`config.mk`:
```
export PLATFORM = sky130hd
export DESIGN_NAME = roll_sequencer_flat
export DESIGN_NICKNAME = d
export VERILOG_FILES = /design/src/rtl/roll_sequencer_if.sv /design/src/rtl/roll_sequencer.sv /design/src/flat_wrapper.sv
export SDC_FILE = /design/constraint.sdc
export NUM_CORES = 1
export LEC_CHECK = 0
export ABC_AREA = 1
export BUFFER_PORTS_ARGS = -buffer_cell sky130_fd_sc_hd__buf_2
export CORE_MARGIN = 2
export CORE_UTILIZATION = 55
export CTS_CLUSTER_DIAMETER = 150
export DETAILED_ROUTE_END_ITERATION = 8
export PLACE_DENSITY_LB_ADDON = 0.25
export SLEW_MARGIN = 20
export SYNTH_ARGS = -nofsm -noshare
export SYNTH_HDL_FRONTEND = slang
export SYNTH_SLANG_ARGS = --single-unit
```
`constraint.sdc`:
```
create_clock -name clk -period 4 [get_ports clk]
set_input_delay 0.6 -clock clk [delete_from_list [all_inputs] [get_ports clk]]
set_output_delay 0.6 -clock clk [all_outputs]
set_load 0.01 [all_outputs]
```
`src/rtl/roll_sequencer_if.sv`:
```
// Board-side signal bundle for the roll sequencer: button/switch inputs and
// the enable, chaser and status outputs toward the display controllers.
interface roll_sequencer_if;
  logic       button;
  logic [5:0] dice_sel;
  logic [5:0] en;
  logic [9:0] LED;
  logic       busy;
  logic       done;
  logic [7:0] roll_count;

  modport master (
    output button, dice_sel,
    input  en, LED, busy, done, roll_count
  );

  modport slave (
    input  button, dice_sel,
    output en, LED, busy, done, roll_count
  );
endinterface

```
`src/rtl/roll_sequencer.sv`:
```
// Debounces the roll button and runs one timed roll: all selected digits spin,
// then settle lowest index first while the LED chaser rotates once per tick.
//
// state    | meaning
// ---------+-----------------------------------------------------------
// S_IDLE   | waiting for a debounced press with a non-empty dice_sel
// S_SPIN   | all selected digits spinning for SPIN_TICKS ticks
// S_SETTLE | one digit settles every STAGGER_TICKS ticks
// S_DONE   | one clk: done pulse, roll_count bump, LED all on
module roll_sequencer #(
  parameter int TICK_DIV        = 10_000_000,
  parameter int DEBOUNCE_CYCLES = 500_000,
  parameter int SPIN_TICKS      = 10,
  parameter int STAGGER_TICKS   = 3
) (
  input logic             clk,
  input logic             resetButton,
  roll_sequencer_if.slave bus
);
  localparam int TW = $clog2(TICK_DIV);
  localparam int DW = (DEBOUNCE_CYCLES > 1) ? $clog2(DEBOUNCE_CYCLES) : 1;
  localparam int SW = (SPIN_TICKS > 1) ? $clog2(SPIN_TICKS) : 1;
  localparam int GW = (STAGGER_TICKS > 1) ? $clog2(STAGGER_TICKS) : 1;

  localparam logic [TW-1:0] TICK_LAST = TW'(TICK_DIV - 1);
  localparam logic [DW-1:0] DEB_LAST  = DW'(DEBOUNCE_CYCLES - 1);
  localparam logic [SW-1:0] SPIN_LAST = SW'(SPIN_TICKS - 1);
  localparam logic [GW-1:0] STAG_LAST = GW'(STAGGER_TICKS - 1);

  typedef enum logic [1:0] {S_IDLE, S_SPIN, S_SETTLE, S_DONE} state_t;

  state_t        r_state;
  logic          r_sync1, r_sync2;
  logic          r_deb, r_deb_q, r_press;
  logic [DW-1:0] r_deb_cnt;
  logic [TW-1:0] r_tick_cnt;
  logic [SW-1:0] r_spin_cnt;
  logic [GW-1:0] r_stag_cnt;
  logic [5:0]    r_en;
  logic [9:0]    r_led;
  logic          r_busy, r_done;
  logic [7:0]    r_roll_count;
  logic          w_tick;

  assign w_tick = (r_tick_cnt == TICK_LAST);

  // Counter tracks consecutive synchronized samples that disagree with r_deb.
  always_ff @(posedge clk or negedge resetButton) begin
    if (!resetButton) begin
      r_sync1   <= 1'b1;
      r_sync2   <= 1'b1;
      r_deb     <= 1'b1;
      r_deb_q   <= 1'b1;
      r_press   <= 1'b0;
      r_deb_cnt <= '0;
    end else begin
      r_sync1 <= bus.button;
      r_sync2 <= r_sync1;
      r_deb_q <= r_deb;
      r_press <= r_deb_q & ~r_deb;
      if (r_sync2 == r_deb) begin
        r_deb_cnt <= '0;
      end else if (r_deb_cnt == DEB_LAST) begin
        r_deb     <= r_sync2;
        r_deb_cnt <= '0;
      end else begin
        r_deb_cnt <= r_deb_cnt + DW'(1);
      end
    end
  end

  always_ff @(posedge clk or negedge resetButton) begin
    if (!resetButton) begin
      r_state      <= S_IDLE;
      r_tick_cnt   <= '0;
      r_spin_cnt   <= '0;
      r_stag_cnt   <= '0;
      r_en         <= '0;
      r_led        <= '0;
      r_busy       <= 1'b0;
      r_done       <= 1'b0;
      r_roll_count <= '0;
    end else begin
      r_done     <= 1'b0;
      r_tick_cnt <= w_tick ? '0 : r_tick_cnt + TW'(1);
      case (r_state)
        S_IDLE: begin
          if (r_press && (bus.dice_sel != 6'd0)) begin
            r_en       <= bus.dice_sel;
            r_led      <= 10'd1;
            r_busy     <= 1'b1;
            r_tick_cnt <= '0;
            r_spin_cnt <= '0;
            r_state    <= S_SPIN;
          end
        end
        S_SPIN: begin
          if (w_tick) begin
            r_led <= {r_led[8:0], r_led[9]};
            if (r_spin_cnt == SPIN_LAST) begin
              r_stag_cnt <= '0;
              r_state    <= S_SETTLE;
            end else begin
              r_spin_cnt <= r_spin_cnt + SW'(1);
            end
          end
        end
        S_SETTLE: begin
          if (r_en == 6'd0) begin
            r_done       <= 1'b1;
            r_roll_count <= r_roll_count + 8'd1;
            r_led        <= 10'h3FF;
            r_busy       <= 1'b0;
            r_state      <= S_DONE;
          end else if (w_tick) begin
            r_led <= {r_led[8:0], r_led[9]};
            if (r_stag_cnt == STAG_LAST) begin
              r_stag_cnt <= '0;
              r_en       <= r_en & (r_en - 6'd1);  // drop lowest set bit
            end else begin
              r_stag_cnt <= r_stag_cnt + GW'(1);
            end
          end
        end
        S_DONE:  r_state <= S_IDLE;
        default: r_state <= S_IDLE;
      endcase
    end
  end

  assign bus.en         = r_en;
  assign bus.LED        = r_led;
  assign bus.busy       = r_busy;
  assign bus.done       = r_done;
  assign bus.roll_count = r_roll_count;
endmodule

```
`src/flat_wrapper.sv`:
```
// flat-port wrapper written by rule: the top's interface ports become plain ports
module roll_sequencer_flat 
#(
  parameter int TICK_DIV        = 10_000_000,
  parameter int DEBOUNCE_CYCLES = 500_000,
  parameter int SPIN_TICKS      = 10,
  parameter int STAGGER_TICKS   = 3
)
  (clk, resetButton, bus_button, bus_dice_sel, bus_en, bus_LED, bus_busy, bus_done, bus_roll_count);
  roll_sequencer_if bus_i ();
  input logic clk;
  input logic resetButton;
  input wire logic [$bits(bus_i.button)-1:0] bus_button;
  input wire logic [$bits(bus_i.dice_sel)-1:0] bus_dice_sel;
  output wire logic [$bits(bus_i.en)-1:0] bus_en;
  output wire logic [$bits(bus_i.LED)-1:0] bus_LED;
  output wire logic [$bits(bus_i.busy)-1:0] bus_busy;
  output wire logic [$bits(bus_i.done)-1:0] bus_done;
  output wire logic [$bits(bus_i.roll_count)-1:0] bus_roll_count;
  assign bus_i.button = bus_button;
  assign bus_i.dice_sel = bus_dice_sel;
  assign bus_en = bus_i.en;
  assign bus_LED = bus_i.LED;
  assign bus_busy = bus_i.busy;
  assign bus_done = bus_i.done;
  assign bus_roll_count = bus_i.roll_count;
  roll_sequencer #(.TICK_DIV(TICK_DIV), .DEBOUNCE_CYCLES(DEBOUNCE_CYCLES), .SPIN_TICKS(SPIN_TICKS), .STAGGER_TICKS(STAGGER_TICKS)) u_core (.clk(clk), .resetButton(resetButton), .bus(bus_i));
endmodule
```
==> results of run 1 <==
registers in the layout, indices dropped and copies added, names as in the netlist:
name and count:
u_core.r_spin_cnt 4, u_core.bus.roll_count 8, u_core.r_stag_cnt 2, u_core.r_deb 1
u_core.r_sync1 1, u_core.bus.en 6, u_core.bus.done 1, u_core.r_sync2 1
u_core.r_deb_cnt 19, u_core.r_deb_q 1, u_core.bus.LED 10, u_core.r_state 2
u_core.bus.busy 1, u_core.r_tick_cnt 24, u_core.r_press 1
power by group:
group          switching (uW)  total [uW]  leakage, uW  internal (uW)
combinational            25.4        33.1      0.00116           7.71
sequential               3.13         836      0.00109            832
clock                     302         716     0.000111            413
total                     331        1580      0.00236           1250
cell families after synthesis:
kind of cell,count (synthesis)
xor gates and xnor gates,19
and+or+nand+nor,308
buffers and inverters,80
adders and majority gates,9
DFF,82
AOI/OAI and AO/OA,74
layout make-up:
type	instances	share of cell area (%)
tap	102	2.56
multi-input combinational	410	42.1
inverter	75	5.70
sequential	82	41.3
clock inverter	7	2.36
timing repair buffer	34	3.54
clock buffer	9	2.49
layout by cell type, fill, tap and decap left out, drive strengths merged:
| master | n |
|---|---|
| nand2 | 142 |
| o21a | 1 |
| o21ai | 47 |
| o31ai | 1 |
| clkinvlp | 3 |
| nor4 | 3 |
| nand3b | 2 |
| nor3 | 13 |
| a22oi | 1 |
| xnor2 | 6 |
| nand3 | 31 |
| clkinv | 1 |
| buf | 34 |
| a31oi | 3 |
| ha | 9 |
| or2 | 4 |
| nor3b | 5 |
| xor2 | 13 |
| dfrtp | 78 |
| nor2 | 91 |
| inv | 75 |
| bufinv | 3 |
| clkbuf | 9 |
| nand4 | 17 |
| dfstp | 4 |
| a21oi | 21 |
metrics by stage:
step / util [%] / instances
6_report: 63.8 / 719
5_1_grt: 63.8 / 719
4_1_cts: 63.8 / 719
3_5_place_dp: 60.7 / 703
3_3_place_gp: 60.7 / 703
2_1_floorplan: - / 572
metal layers:
layer / part of all wire, % / global-route usage (%)
met1: 47 / 31.3
met2: 49 / 36.8
met3: 3.8 / 3.69
met4: 1.0 / 7.25
met5: 0 / 0
cells in the mapped netlist (all sizes together):
| master | n |
|---|---|
| nand2 | 142 |
| nor2 | 91 |
| dfrtp | 78 |
| inv | 75 |
| o21ai | 47 |
| nand3 | 31 |
| a21oi | 21 |
| nand4 | 17 |
| nor3 | 13 |
| xor2 | 13 |
| ha | 9 |
| xnor2 | 6 |
| buf | 5 |
| nor3b | 5 |
| dfstp | 4 |
| or2 | 4 |
| a31oi | 3 |
| nor4 | 3 |
| nand3b | 2 |
| a22oi | 1 |
| o21a | 1 |
| o31ai | 1 |
path summary, 6_finish.rpt:
check	from	to	depth (start not counted)
worst max-delay path	u_core.r_state[0]$_DFFE_PN0P_	u_core.bus.en[2]$_DFFE_PN0P_	9
worst min-delay path	resetButton	u_core.r_tick_cnt[16]$_DFF_PN0_	1
worst max register to register	u_core.r_state[0]$_DFFE_PN0P_	u_core.bus.en[2]$_DFFE_PN0P_	9
worst min register to register	u_core.r_sync1$_DFF_PN1_	u_core.r_sync2$_DFF_PN1_	0
max in group asynchronous	resetButton	u_core.r_deb_cnt[0]$_DFF_PN0_	1
min in group clk	bus_button	u_core.r_sync1$_DFF_PN1_	1
worst reg2reg max path: stages, from the launching register on:
cell and delay [ns]:
dfrtp_1 0.41, inv_1 0.10, ha_1 0.40, inv_1 0.24, nor2_4 0.39, inv_1 0.18
nand2_2 0.18, nor2_4 0.08, nand2_1 0.06, o21ai_0 0.08
==> impl_metrics.py, run 1 <==
metrics = {
    "floorplanning": {
        "die_h_um": 94.2,
        "die_width_um": 94.2,
        "io_pins": 35,
        "die-area_um2": 8870,
        "core_area_um2": 7810,
        "start_util_pct": 57.3,
        "rows": 32,
    },
    "synth": {
        "synthCells": 572,
        "synthTopCellsByArea": "dfrtp_1, nand2_1, nor2_1",
        "synth_warnings": 0,
        "synth_top_family_by_area": "simple AND/OR/NAND/NOR gates",
        "synth_mux_area_share_pct": 0,
        "synthAdderAreaFrac_pct": 2.52,
        "synth_top_area_share_pct": 43.6,
        "yosys.area_share.simple_pct": 31.7,
        "yosysTopAreaCell": "dfrtp_1",
        "mappedNetlistArea_um2": 4470,
        "synth_compound_area_share_pct": 8.95,
        "synth_seq_cells": 82,
        "seq_area_frac_synth_pct": 46.0,
        "synth.avg_cell_area_um2": 7.82,
        "synth_cell_types": 35,
        "synthXorXnorAreaFrac_pct": 3.72,
        "syn_nets": 590,
    },
    "worst_setup_path": {
        "arrival_ns": 2.47,
        "regToRegSetupSlack_ns": 1.75,
        "slowest_delay_ns": 0.41,
        "critical_path_buf_inv_count": 3,
        "crit_chain": "inv_1 > ha_1 > inv_1 > nor2_4 > inv_1 > nand2_2 > nor2_4 > nand2_1 > o21ai_0",
        "crit_path_start_kind": "register",
        "critPathTopFamily": "simple AND/OR/NAND/NOR gates",
        "cp_common_cell": "inv_1",
        "path_class": "reg2reg",
        "worst_ep_required_time_ns": 4.23,
        "worst-path-max-fanout": 17,
        "end_kind": "register",
        "worst_path_max_delay_cell": "dfrtp_1",
    },
    "finish": {
        "area_delta_synth_final_pct": 11.4,
        "design_area_um2": 4980,
        "diodes": 0,
        "drive_gt1_share_pct": 14.7,
        "area.sequential_um2": 2060,
        "fill_cells": 693,
        "nets": 630,
        "multiInputGateArea_um2": 2100,
    },
    "global_routing": {
        "grt_pass1_wl_um": 16000,
        "antenna_found_initial": 0,
        "grt_pass1_vias": 3573,
        "overflow": 0,
        "grtUsageTotal_pct": 22.7,
        "grt_max_degree": 83,
    },
    "timing": {
        "fin_worst_skew_ns": 0.00907,
        "hold_viol_final": 0,
        "setup_slack_ns": 1.75,
        "clock.fmax_mhz": 445,
        "rsz0062_at_grt": "no",
        "fin_hold_ws_ns": 0.264,
        "maxSlewViolCount": 0,
        "setup_viol": 0,
        "fin_crit_sh_pct": 56.1,
        "timing.slew.headroom_pct": 50.5,
        "tns_ns": 0,
        "min_period_ns": 2.25,
        "worst_pin_slew_ns": 0.742,
    },
    "routing": {
        "post_drt_wl_per_cell_um": 13.2,
        "via_per_inst": 5.30,
        "drt-pass1-iter-count": 5,
        "vias": 3814,
        "routed_wl_um": 9480,
        "postRouteAntennaNets": 0,
        "drcViolationCount": 0,
        "first_iter_violations": 204,
    },
    "clocking": {
        "cts.path.max_buffers": 2,
        "clock_sinks": 82,
        "post_cts_buffers": 0,
        "h-tree-depth": 3,
        "cts_resized": 0,
        "hold_buffers": 0,
        "cts_buffers": 9,
        "cts-root-buf": "clkbuf_8",
        "clk_pin_slew_ns": 0.08,
        "insertion_delay_ns": 0.35,
        "cts_tree": "built",
    },
    "power_and_ir_drop": {
        "leakagePower_uw": 0.00236,
        "powerDensity_nw_per_um2": 318,
        "ir_drop_mv": 0.237,
        "p_total_uw": 1580,
    },
    "placement": {
        "hpwl_um": 6740,
        "portBuffers": 34,
        "placed_cell_area_um2": 4740,
        "gp_congestion": 0.926,
        "place_ws_ns": 1.79,
    },
    "flow_run": {
        "cap_viol_max_count": 0,
    },
    "outcome": {
        "outcome": "complete, no violations",
    },
    "min_path": {
        "min_path_type": "in2async",
    },
}
(Power assumes the default switching activity.)
==> inputs of run 2 (changes only) <==
Clock period 4 ns to 2.2 ns, I/O delays scaled along.
==> run 2 against run 1 <==
  * Fmax increased by 19%
  * Final area barely moved
  * Worst hold slack got worse by 0.20 ns
  * Sequential power grew 82%
  * Register-to-register slack got worse by 1.4 ns
  * Critical path type unchanged
  * Largest cell class unchanged
==> impl_metrics.py, run 2 (synthesis gave the netlist of run 1 again) <==
metrics = {
    "worst_setup_path": {
        "worst-path-max-fanout": 19,
        "crit_path_start_kind": "register",
        "worst_ep_required_time_ns": 2.44,
        "arrival_ns": 2.12,
        "end_kind": "register",
        "path_class": "reg2reg",
    },
    "finish": {
        "fill_cells": 697,
        "design_area_um2": 4980,
        "area_delta_synth_final_pct": 11.4,
        "final_cells": 723,
        "fin_util_pct": 63.8,
        "nets": 634,
        "multiInputGateArea_um2": 2100,
        "area.sequential_um2": 2060,
        "final_common_cell": "nand2_1",
        "diodes": 0,
        "top_register": "u_core.r_tick_cnt",
        "drive_gt1_share_pct": 15.1,
        "mostFrequentLayoutCells": "nand2_1, nor2_1, dfrtp_1, inv_1, buf_2",
        "largest_reg_flops": 24,
    },
    "clocking": {
        "post_cts_buffers": 0,
        "cts_tree": "built",
        "insertion_delay_ns": 0.36,
        "cts.path.max_buffers": 2,
        "cts_resized": 0,
        "hold_buffers": 1,
        "clk_pin_slew_ns": 0.08,
        "clock_sinks": 82,
        "h-tree-depth": 3,
        "cts_buffers": 9,
        "cts-root-buf": "clkbuf_8",
    },
    "global_routing": {
        "grtUsageTotal_pct": 22.9,
        "overflow": 0,
        "antenna_found_initial": 0,
        "grt_max_degree": 44,
        "grt_pass1_wl_um": 15900,
        "grt_pass1_vias": 3600,
    },
    "timing": {
        "min_period_ns": 1.88,
        "timing.slew.headroom_pct": 62.9,
        "tns_ns": 0,
        "fin_crit_sh_pct": 85.5,
        "rsz0062_at_grt": "no",
        "maxSlewViolCount": 0,
        "worst_pin_slew_ns": 0.556,
        "clock.fmax_mhz": 532,
        "fin_worst_skew_ns": 0.0135,
        "hold_viol_final": 0,
        "fin_hold_ws_ns": 0.0639,
        "setup_viol": 0,
    },
    "power_and_ir_drop": {
        "ir_drop_mv": 0.490,
        "powerDensity_nw_per_um2": 540,
        "leakagePower_uw": 0.00237,
    },
    "routing": {
        "routed_wl_um": 9170,
        "post_drt_wl_per_cell_um": 12.7,
        "via_per_inst": 5.27,
        "drt-pass1-iter-count": 5,
        "vias": 3808,
        "first_iter_violations": 175,
        "drcViolationCount": 0,
        "postRouteAntennaNets": 0,
    },
    "floorplanning": {
        "die_h_um": 94.2,
        "rows": 32,
        "start_util_pct": 57.3,
        "die_width_um": 94.2,
        "core_area_um2": 7810,
        "io_pins": 35,
        "die-area_um2": 8870,
    },
    "flow_run": {
        "cap_viol_max_count": 0,
    },
    "placement": {
        "portBuffers": 34,
        "gp_congestion": 0.876,
        "dp.cells": 706,
        "placed_cell_area_um2": 4770,
        "hpwl_um": 6770,
    },
    "outcome": {
        "outcome": "complete, no violations",
    },
    "min_path": {
        "min_path_type": "in2reg",
    },
}
==> run 2: cell types whose count changed in the layout (fill, tap and decap cells not counted), sizes merged <==
cell / delta
buf: +3
clkinvlp: -3
clkinv: +3
bufinv: -2
dlygate4sd3: +1
inv: +2
==> run 2: worst max-delay path, stage by stage, from the launching register on <==
cell	delay, ns
dfrtp_1	0.37
ha_1	0.20
nand3_1	0.19
nor2_2	0.26
nand3_4	0.25
nand2_4	0.23
inv_4	0.11
o21ai_0	0.09
a21oi_1	0.06
==> run 2: metal layers <==
metal | wire (um) | global-route usage, % | up-vias | part of all wire (%)
li1 | - | - | 1927 | -
met1 | 4210 | 30.1 | 1780 | 46
met2 | 4420 | 37.1 | 85 | 48
met3 | 350 | 3.69 | 16 | 3.8
met4 | 187 | 10.5 | 0 | 2.0
met5 | 0 | 0 | - | 0
==> run 2: cell type report <==
cell class	instances	share of cell area [%]
Clock inverter	7	1.56
Tap cell	102	2.56
Timing Repair Buffer	38	4.37
Multi-Input combinational cell	410	42.1
Clock buffer	9	2.49
Inverter	75	5.70
Sequential cell	82	41.3
==> run 2: per-stage QoR <==
stage	setup slack, ns	total power, uW
6_report	0.319	2690
2_1_floorplan	0.667	1570
3_3_place_gp	0.374	1610
4_1_cts	0.298	2730
5_1_grt	0.102	2800
3_5_place_dp	0.349	1620
==> run 2: final timing paths <==
path | from | to | slack [ns] | depth (start not counted)
max | u_core.r_tick_cnt[0]$_DFF_PN0_ | u_core.r_tick_cnt[7]$_DFF_PN0_ | 0.32 | 8
min | bus_button | u_core.r_sync1$_DFF_PN1_ | 0.06 | 1
max reg2reg | u_core.r_tick_cnt[0]$_DFF_PN0_ | u_core.r_tick_cnt[7]$_DFF_PN0_ | 0.32 | 8
min reg2reg | u_core.r_sync1$_DFF_PN1_ | u_core.r_sync2$_DFF_PN1_ | 0.36 | 0
max in group asynchronous | resetButton | u_core.r_sync2$_DFF_PN1_ | 1.02 | 3
min in group asynchronous | resetButton | u_core.r_tick_cnt[16]$_DFF_PN0_ | 0.49 | 2
==> run 2: power by group <==
part           internal, uW  switching [uW]  total [uW]
Combinational          18.4            47.2        65.6
Sequential             1510            5.65        1520
Clock                   536             572        1110
Total                  2070             625        2690
==> inputs of run 3 (changes only) <==
Settings changed: CORE_MARGIN 2 to not set.
==> run 3 against run 2 <==
  * Sequential cell count unchanged
  * First-iteration DRC count up 41%
  * Largest cell class unchanged
  * Final area unchanged
  * Critical path type unchanged
  * Worst hold slack better by 0.012 ns
  * Fmax down 3.1%
==> impl_metrics.py, run 3 (synthesis gave the netlist of run 1 again) <==
metrics = {
    "global_routing": {
        "grtUsageTotal_pct": 24.6,
        "grt_max_degree": 47,
        "grt_pass1_wl_um": 16500,
        "antenna_found_initial": 0,
        "grt_pass1_vias": 3779,
        "overflow": 0,
    },
    "placement": {
        "place_ws_ns": 0.342,
        "portBuffers": 34,
        "gp_congestion": 0.951,
        "hpwl_um": 7060,
        "placed_cell_area_um2": 4770,
    },
    "min_path": {
        "min_path_type": "in2reg",
        "holdCritStartpoint": "bus_button",
    },
    "worst_setup_path": {
        "cp-startpoint": "u_core.r_state[1]$_DFFE_PN0P_",
        "arrival_ns": 2.23,
        "crit_path_start_kind": "register",
        "worst_ep_required_time_ns": 2.49,
        "path_class": "reg2reg",
        "worst-path-max-fanout": 11,
        "r2r_start": "u_core.r_state[1]$_DFFE_PN0P_",
        "end_kind": "register",
    },
    "timing": {
        "fin_crit_sh_pct": 88.3,
        "setup_slack_ns": 0.258,
        "rsz0062_at_grt": "no",
        "maxSlewViolCount": 0,
        "clock.fmax_mhz": 515,
        "min_period_ns": 1.94,
        "worst_pin_slew_ns": 0.482,
        "timing.slew.headroom_pct": 67.9,
        "fin_worst_skew_ns": 0.00957,
        "tns_ns": 0,
        "setup_viol": 0,
        "hold_viol_final": 0,
    },
    "routing": {
        "first_iter_violations": 246,
        "drt-pass1-iter-count": 5,
        "postRouteAntennaNets": 0,
        "post_drt_wl_per_cell_um": 13.4,
        "vias": 3867,
        "routed_wl_um": 9670,
        "via_per_inst": 5.35,
        "drcViolationCount": 0,
    },
    "outcome": {
        "outcome": "complete, no violations",
    },
    "finish": {
        "area_delta_synth_final_pct": 11.4,
        "fin_util_pct": 63.8,
        "final_common_cell": "nand2_1",
        "nets": 634,
        "mostFrequentLayoutCells": "nand2_1, nor2_1, dfrtp_1, inv_1, buf_2",
        "largest_reg_flops": 24,
        "top_register": "u_core.r_tick_cnt",
        "fill_cells": 670,
        "design_area_um2": 4980,
        "drive_gt1_share_pct": 15.1,
        "diodes": 0,
    },
    "clocking": {
        "h-tree-depth": 3,
        "clk_pin_slew_ns": 0.09,
        "cts-root-buf": "clkbuf_8",
        "clock_sinks": 82,
        "cts_resized": 0,
        "cts_tree": "built",
        "cts_buffers": 9,
        "insertion_delay_ns": 0.35,
        "cts.path.max_buffers": 2,
    },
    "power_and_ir_drop": {
        "leakagePower_uw": 0.00236,
        "p_total_uw": 2700,
        "powerDensity_nw_per_um2": 542,
        "ir_drop_mv": 0.446,
    },
    "floorplanning": {
        "die_h_um": 92.2,
        "rows": 32,
        "die_width_um": 92.2,
        "io_pins": 35,
        "die-area_um2": 8500,
        "start_util_pct": 57.3,
        "core_area_um2": 7810,
    },
    "flow_run": {
        "cap_viol_max_count": 0,
    },
}
## run 3: final cells by class
cell class / instances / area (um^2) / area share, %
Inverter: 75 / 284 / 5.70
Clock inverter: 7 / 77.6 / 1.56
Sequential cell: 82 / 2060 / 41.3
Clock buffer: 9 / 124 / 2.49
Tap cell: 102 / 128 / 2.56
Multi-Input combinational cell: 410 / 2100 / 42.1
Timing Repair Buffer: 38 / 218 / 4.37
## run 3: repair_timing
action                                  in CTS  in global routing
hold endpoints to repair                    34                  0
setup buffers                                0                  0
hold buffers                                 1                  0
endpoints found under the setup margin       0                  0
## run 3: through the flow
step | hold slack, ns | instances
3_3_place_gp | 0.321 | 706
6_report | 0.0758 | 723
3_5_place_dp | 0.323 | 706
2_1_floorplan | 0.0344 | 572
5_1_grt | 0.0623 | 723
4_1_cts | 0.0641 | 723
## run 3: routing by layer
layer  vias up  share of wire (%)  track usage (%)
met5         -                  0                0
met4         0                2.2             10.9
met3        19                3.6             3.23
met2        91                 49             42.1
met1      1828                 45             31.2
li1       1929                  -                -
## run 3: power breakdown
group | switching (uW) | internal [uW] | total [uW]
logic | 48.5 | 18.5 | 67.1
registers | 5.76 | 1510 | 1520
clock network | 581 | 532 | 1110
total | 636 | 2060 | 2700
## run 3: worst max-delay path, stage by stage, from the launching register on
cell and delay, ns:
dfrtp_1 0.41, inv_1 0.11, ha_1 0.28, nand2_1 0.17, nand2_1 0.30, nor3_4 0.41, o21ai_1 0.14, nand2_1 0.07
## run 3: final timing paths
kind,slack [ns],cells after the start,end
worst max-delay path,0.26,7,u_core.bus.LED[3]$_DFFE_PN0P_
worst min-delay path,0.08,1,u_core.r_sync1$_DFF_PN1_
worst max register to register,0.26,7,u_core.bus.LED[3]$_DFFE_PN0P_
worst min register to register,0.37,0,u_core.r_sync2$_DFF_PN1_
max in group asynchronous,1.05,3,u_core.r_deb$_DFFE_PN1P_
min in group asynchronous,0.47,2,u_core.r_tick_cnt[15]$_DFF_PN0_
